==> config.mk <==
export PLATFORM = sky130hd
export DESIGN_NAME = tdm_demux_1_to_4
export DESIGN_NICKNAME = d
export VERILOG_FILES = /design/src/rtl/tdm_demux_1_to_4.sv
export SDC_FILE = /design/constraint.sdc
export NUM_CORES = 1
export LEC_CHECK = 0
export ABC_AREA = 0
export CAP_MARGIN = 20
export CORE_MARGIN = 5
export CORE_UTILIZATION = 31
export CTS_CLUSTER_DIAMETER = 50
export DETAILED_ROUTE_END_ITERATION = 10
export PLACE_DENSITY = 0.69
export SLEW_MARGIN = 20
export SYNTH_ARGS = -nofsm -noshare
export SYNTH_HDL_FRONTEND = slang
export SYNTH_SLANG_ARGS = --single-unit
==> constraint.sdc <==
create_clock -name i_Clk -period 2.95 [get_ports i_Clk]
set_clock_uncertainty 0.2 [all_clocks]
set_input_delay 0.295 -clock i_Clk [delete_from_list [all_inputs] [get_ports i_Clk]]
set_output_delay 0.295 -clock i_Clk [all_outputs]
set_load 0.02 [all_outputs]
==> src/rtl/tdm_demux_1_to_4.sv <==
// rtl/tdm_demux_1_to_4.sv - frame-aligned 1-to-4 TDM demultiplexer with lock tracking
module tdm_demux_1_to_4 #(
    parameter int WIDTH = 8
) (
    input  logic             i_Clk,
    input  logic             i_Rst_L,
    input  logic [WIDTH-1:0] i_Data,
    input  logic             i_DV,
    input  logic             i_Frame,
    output logic [WIDTH-1:0] o_Data0,
    output logic [WIDTH-1:0] o_Data1,
    output logic [WIDTH-1:0] o_Data2,
    output logic [WIDTH-1:0] o_Data3,
    output logic             o_DV0,
    output logic             o_DV1,
    output logic             o_DV2,
    output logic             o_DV3,
    output logic             o_Frame_DV,
    output logic             o_Sel1,
    output logic             o_Sel0,
    output logic             o_Locked,
    output logic             o_Sync_Err
);

    typedef enum logic {
        HUNT   = 1'b0,
        LOCKED = 1'b1
    } state_t;

    state_t           state_q, state_d;
    logic [1:0]       cnt_q, cnt_d;
    logic [WIDTH-1:0] data_q [4];
    logic [3:0]       dv_q, dv_d;
    logic             frame_dv_q, frame_dv_d;
    logic             sync_err_q, sync_err_d;
    logic             wr_en;
    logic [1:0]       wr_ch;

    always_comb begin
        state_d    = state_q;
        cnt_d      = cnt_q;
        wr_en      = 1'b0;
        wr_ch      = 2'd0;
        frame_dv_d = 1'b0;
        sync_err_d = 1'b0;
        if (i_DV) begin
            case (state_q)
                HUNT: begin
                    if (i_Frame) begin
                        wr_en   = 1'b1;
                        cnt_d   = 2'd1;
                        state_d = LOCKED;
                    end
                end
                LOCKED: begin
                    if (i_Frame) begin
                        // A frame marker always realigns to ch0; it is an error only if early.
                        wr_en      = 1'b1;
                        cnt_d      = 2'd1;
                        sync_err_d = (cnt_q != 2'd0);
                    end else if (cnt_q == 2'd0) begin
                        sync_err_d = 1'b1;
                        cnt_d      = 2'd0;
                        state_d    = HUNT;
                    end else begin
                        wr_en      = 1'b1;
                        wr_ch      = cnt_q;
                        cnt_d      = cnt_q + 2'd1;
                        frame_dv_d = (cnt_q == 2'd3);
                    end
                end
                default: state_d = HUNT;
            endcase
        end
        dv_d = wr_en ? (4'b0001 << wr_ch) : 4'b0000;
    end

    always_ff @(posedge i_Clk) begin
        if (!i_Rst_L) begin
            state_q    <= HUNT;
            cnt_q      <= 2'd0;
            dv_q       <= 4'b0000;
            frame_dv_q <= 1'b0;
            sync_err_q <= 1'b0;
            for (int i = 0; i < 4; i++) begin
                data_q[i] <= '0;
            end
        end else begin
            state_q    <= state_d;
            cnt_q      <= cnt_d;
            dv_q       <= dv_d;
            frame_dv_q <= frame_dv_d;
            sync_err_q <= sync_err_d;
            if (wr_en) begin
                data_q[wr_ch] <= i_Data;
            end
        end
    end

    assign o_Data0    = data_q[0];
    assign o_Data1    = data_q[1];
    assign o_Data2    = data_q[2];
    assign o_Data3    = data_q[3];
    assign o_DV0      = dv_q[0];
    assign o_DV1      = dv_q[1];
    assign o_DV2      = dv_q[2];
    assign o_DV3      = dv_q[3];
    assign o_Frame_DV = frame_dv_q;
    assign o_Sel1     = cnt_q[1];
    assign o_Sel0     = cnt_q[0];
    assign o_Locked   = (state_q == LOCKED);
    assign o_Sync_Err = sync_err_q;

endmodule

* Word-level counts from Yosys, hierarchy flattened
Memory sizes are Yosys's and may differ from the RTL's.
Index checks and enable logic that the tools add are counted.
** Storage, ports and cells
- Bits in registers :: 9
- RAM bits :: 32
- Memories :: 1
** Memories
- data_q :: depth 4, bits a word 8, read ports 4, clocked after memory_dff 0, wr ports 4, RTL line 32 : logic [WIDTH-1:0] data_q [4];
** Operators by class
- Add/sub/neg operators :: 1
- Eq/ne operators :: 2
- Shift-type cells :: 1
- Muxes and demuxes :: 22
- Bitwise gates (word level) :: 3
- Reductions and logical operators :: 7
** Operators by type and width (number)
- two-way mux 2 bit :: 8
- two-way mux 1 bit :: 11
- two-way mux 8 bit :: 1
- OR reduction 8 bit :: 1
- OR reduction 5 bit :: 1
- one-hot mux 2 bit (2 select lines) :: 1
- AND reduction 2 bit :: 2
- left shift 1 x 2 -> 4 bit (first input constant) :: 1
- inverter 1 bit :: 3
- AND reduction 3 bit :: 1
- adder 2 x 1 -> 2 bit (second input constant) :: 1
- equality test 2 bit (second input constant) :: 1
- zero test 2 bit :: 1
- inequality test 2 bit (second input constant) :: 1
- one-hot mux 1 bit (2 select lines) :: 1
- nonzero test 2 bit :: 1

* Longest topological paths before layout
- Word-level depth :: 10
- Gate-level depth with buffers :: 8
- Depth with buffers taken out :: 6

* Least setup slack after synthesis
Ideal clock, no wire load.
- Path kind :: flip-flop to flip-flop
- From :: register cnt_q[1]
- To :: memory data_q[1][0], enable pin
- Library setup time :: 384 ps
- Data arrival time :: 2087 ps
- Path slack :: 279 ps
- Cell stages (with the launch flop) :: 7
- Path buffers :: 0
- Path through :: dfxtp_1 > inv_1 > ha_1 > ha_1 > nor3b_2 > nand3_1 > o21ai_0
** RTL lines
- from (decl) :: RTL line 31 : logic [1:0] cnt_q, cnt_d;
- from (signal assigned) :: RTL line 90 : cnt_q <= cnt_d;
- to (decl) :: RTL line 32

==> results.md <==
- Clock-pin slew of the registers on the worst-case setup and hold paths: 0.08 ns
- Largest stage delay on the critical path: 0.53 ns
- CP required: 2.72 ns
- Clock tree from TritonCTS: built
- RSZ-0062 raised after global routing: false
- Worst VDD drop: 191.0 uV
- Post-CTS setup buffer count: 0
- Most common cell after layout, fill and taps aside: clkdlybuf4s50_1
- WP data arrival: 2.32 ns
- Post-detailed-route wirelength per cell: 13.99 um
- Chip Width: 83.57 um
- Placeable core region: 5172 um2
- Initial DRC Count: 63
- Number of antenna violations at the first check in global routing: 0
- Synthesized area: 1678 um2
- Highest Clock Rate: 392.7 MHz
- Post-DRT Antenna Nets: 0
- Overflow left after global routing: 0
- Final Net Count: 193
- Final worst path period share: 86.33%
- Crit-path most repeated cell: ha_1
- Port Buffers: 52
- Last weighted congestion value of the routability-driven placer: 0.7692
- Maximum number of pins on one net before global-route repair: 21
- Area enclosed by the die boundary: 6984 um2
- Standard-cell rows: 26
- Via Count: 1082
- Power per unit of standard cell area: 553.2 nW/um2
- Global-route wire length before repair: 5.582 mm
- Number of endpoints with negative hold slack in the final report: 0
- Starting utilization of the core area: 32.44%
- Commonest cells after routing, fill and taps aside: 52 x clkdlybuf4s50_1, 32 x edfxtp_1, 15 x and2_1
- Leakage dissipation: 0.9589 nW
- Number of pins with negative max-slew slack in the final report: 0
- H-Tree Level Count: 2
- Final hold slack: 0.4157 ns
- Post-CTS sizing: 0
- Total Neg Setup Slack: 0 ns
- Clk sink count: 41
- DRC errors left: 0
- Crit path cell chain: inv_1 > ha_1 > ha_1 > nand2b_1 > a211oi_2 > a21o_1
- Area overhead of the layout relative to synthesis: 44.15%
- Synthesized instance count: 117
- Unique masters post-synth: 26
- Path category of the worst min-delay check: reg2reg
- Vias in the first global route: 1124
- Half-perimeter wire length of the detailed placement result: 2.662 mm
- Seq/Total Area, Yosys: 68.01%
- Final setup viols: 0
- Hold-fix buffer count after cts: 0
- Overall track demand over capacity in global routing: 10.26%
- Maximum buffer depth of the clock tree: 2
- Count of warnings emitted by yosys: 0
- Total Wirelength: 3.456 mm
- Vias per cell: 4.381
- Die H: 83.57 um
- Number of antenna repair diodes: 0
- Count of TritonRoute iterations in the first routing pass: 4
- Status: finished clean
- Number of top-level pins: 53
- Number of max-capacitance violations reported: 0
- Final critical delay including setup and external delays: 2.547 ns
- Cts bufs inserted: 5
- Largest fanout of any net on the critical path: 8
- Startpoint Class: register
- Highest-delay cell along the critical path: dfxtp_1
- Average cell area after synthesis: 14.34 um2
- Start-to-end type of the worst setup path: reg2reg
- Insertion delay to the later sink of the worst-skew pair: 0.29 ns
- Cell chosen for the clock root: clkbuf_8
- Worst Tran Pin Value: 0.4242 ns
- Flip-flop and latch count after synthesis: 41
- CP endpoint kind: register
- Mapped Nets: 134
- Number of fill cells in the layout: 452
- Proportion of layout cells with a drive suffix above 1: 15.25%
- Worst slew margin relative to its limit: 71.60%
power breakdown:
part | switching, W | internal (W)
sequential | 0.00000955 | 0.000645
clock | 0.000201 | 0.000341
combinational | 0.0000744 | 0.0000677
critical path, delay by kind of cell (launching register included):
family / cells / cell delay (ns)
AO/OA/AOI/OAI: 2 / 0.72
adder cells (fa/ha/maj): 2 / 0.49
buffers and inverters: 1 / 0.14
flip-flops: 1 / 0.53
AND/OR/NAND/NOR: 1 / 0.16
state kept, by name (all words and copies together) (netlist names):
name and flops:
o_Locked 1, dv_q 4, data_q 32, cnt_q 2, o_Sync_Err 1, o_Frame_DV 1
cell type report:
cell class / instances / area [um2] / area share (%)
sequential: 41 / 1141 / 47.18
timing repair buffer: 56 / 550.5 / 22.76
multi-input combinational: 65 / 475.5 / 19.66
tap: 70 / 87.58 / 3.621
clock buffer: 5 / 68.82 / 2.845
clock inverter: 3 / 68.82 / 2.845
inverter: 7 / 26.28 / 1.086
through the flow:
step                area (um2)  util, %  setup slack, ns  power [W]  std cells
CTS                       2419    46.76           0.3842   0.001349        247
global placement          2281    44.10           0.5354  0.0008106        239
detailed placement        2281    44.10           0.4225  0.0008120        239
global route              2419    46.76           0.1705   0.001382        247
finish                    2419    46.76           0.4034   0.001338        247
floorplan                 1678        -           0.2791  0.0007330        117
cell families after synthesis:
| kind of cell | after synthesis | synth area share [%] |
|---|---|---|
| flops | 41 | 68.01 |
| compound gates | 9 | 4.251 |
| buf+inv | 11 | 3.654 |
| fa+ha+maj | 5 | 3.729 |
| simple gates | 51 | 20.36 |
path summary, 6_finish.rpt:
path         cells after the start     start  slack (ns)           end
max reg2reg                      6  cnt_q[1]        0.40  data_q[0][7]
max                              6  cnt_q[1]        0.40  data_q[0][7]
min                              2  cnt_q[0]        0.42      cnt_q[0]
min reg2reg                      2  cnt_q[0]        0.42      cnt_q[0]
cell usage after synthesis:
| cell | count | share of area, % |
|---|---|---|
| edfxtp_1 | 32 | 57 |
| o21ai_0 | 2 | 0.60 |
| a21o_1 | 2 | 0.89 |
| a22oi_1 | 1 | 0.45 |
| nor2_1 | 4 | 0.89 |
| a31o_2 | 1 | 0.52 |
| a211oi_2 | 1 | 0.75 |
| nor3b_2 | 1 | 0.75 |
| and2_1 | 15 | 5.6 |
| and3_2 | 6 | 2.7 |
| and2_2 | 3 | 1.3 |
| and3_4 | 1 | 0.67 |
| a221oi_1 | 1 | 0.52 |
| buf_6 | 2 | 1.3 |
| nand3_1 | 3 | 0.89 |
| and3_1 | 10 | 3.7 |
| buf_4 | 1 | 0.45 |
| dfxtp_1 | 9 | 11 |
| clkbuf_2 | 1 | 0.30 |
| inv_1 | 7 | 1.6 |
| nor4b_4 | 1 | 1.4 |
| and3b_2 | 1 | 0.60 |
| a211o_1 | 1 | 0.52 |
| nand2_1 | 3 | 0.67 |
| ha_1 | 5 | 3.7 |
| nand2b_1 | 3 | 1.1 |
routing by layer:
metal  global-route usage, %  share of wire (%)
met5                       0                  0
met4                   3.947                1.4
met3                   4.245                8.5
met2                   16.99                 47
met1                   11.79                 43
(Power assumes the default switching activity.)
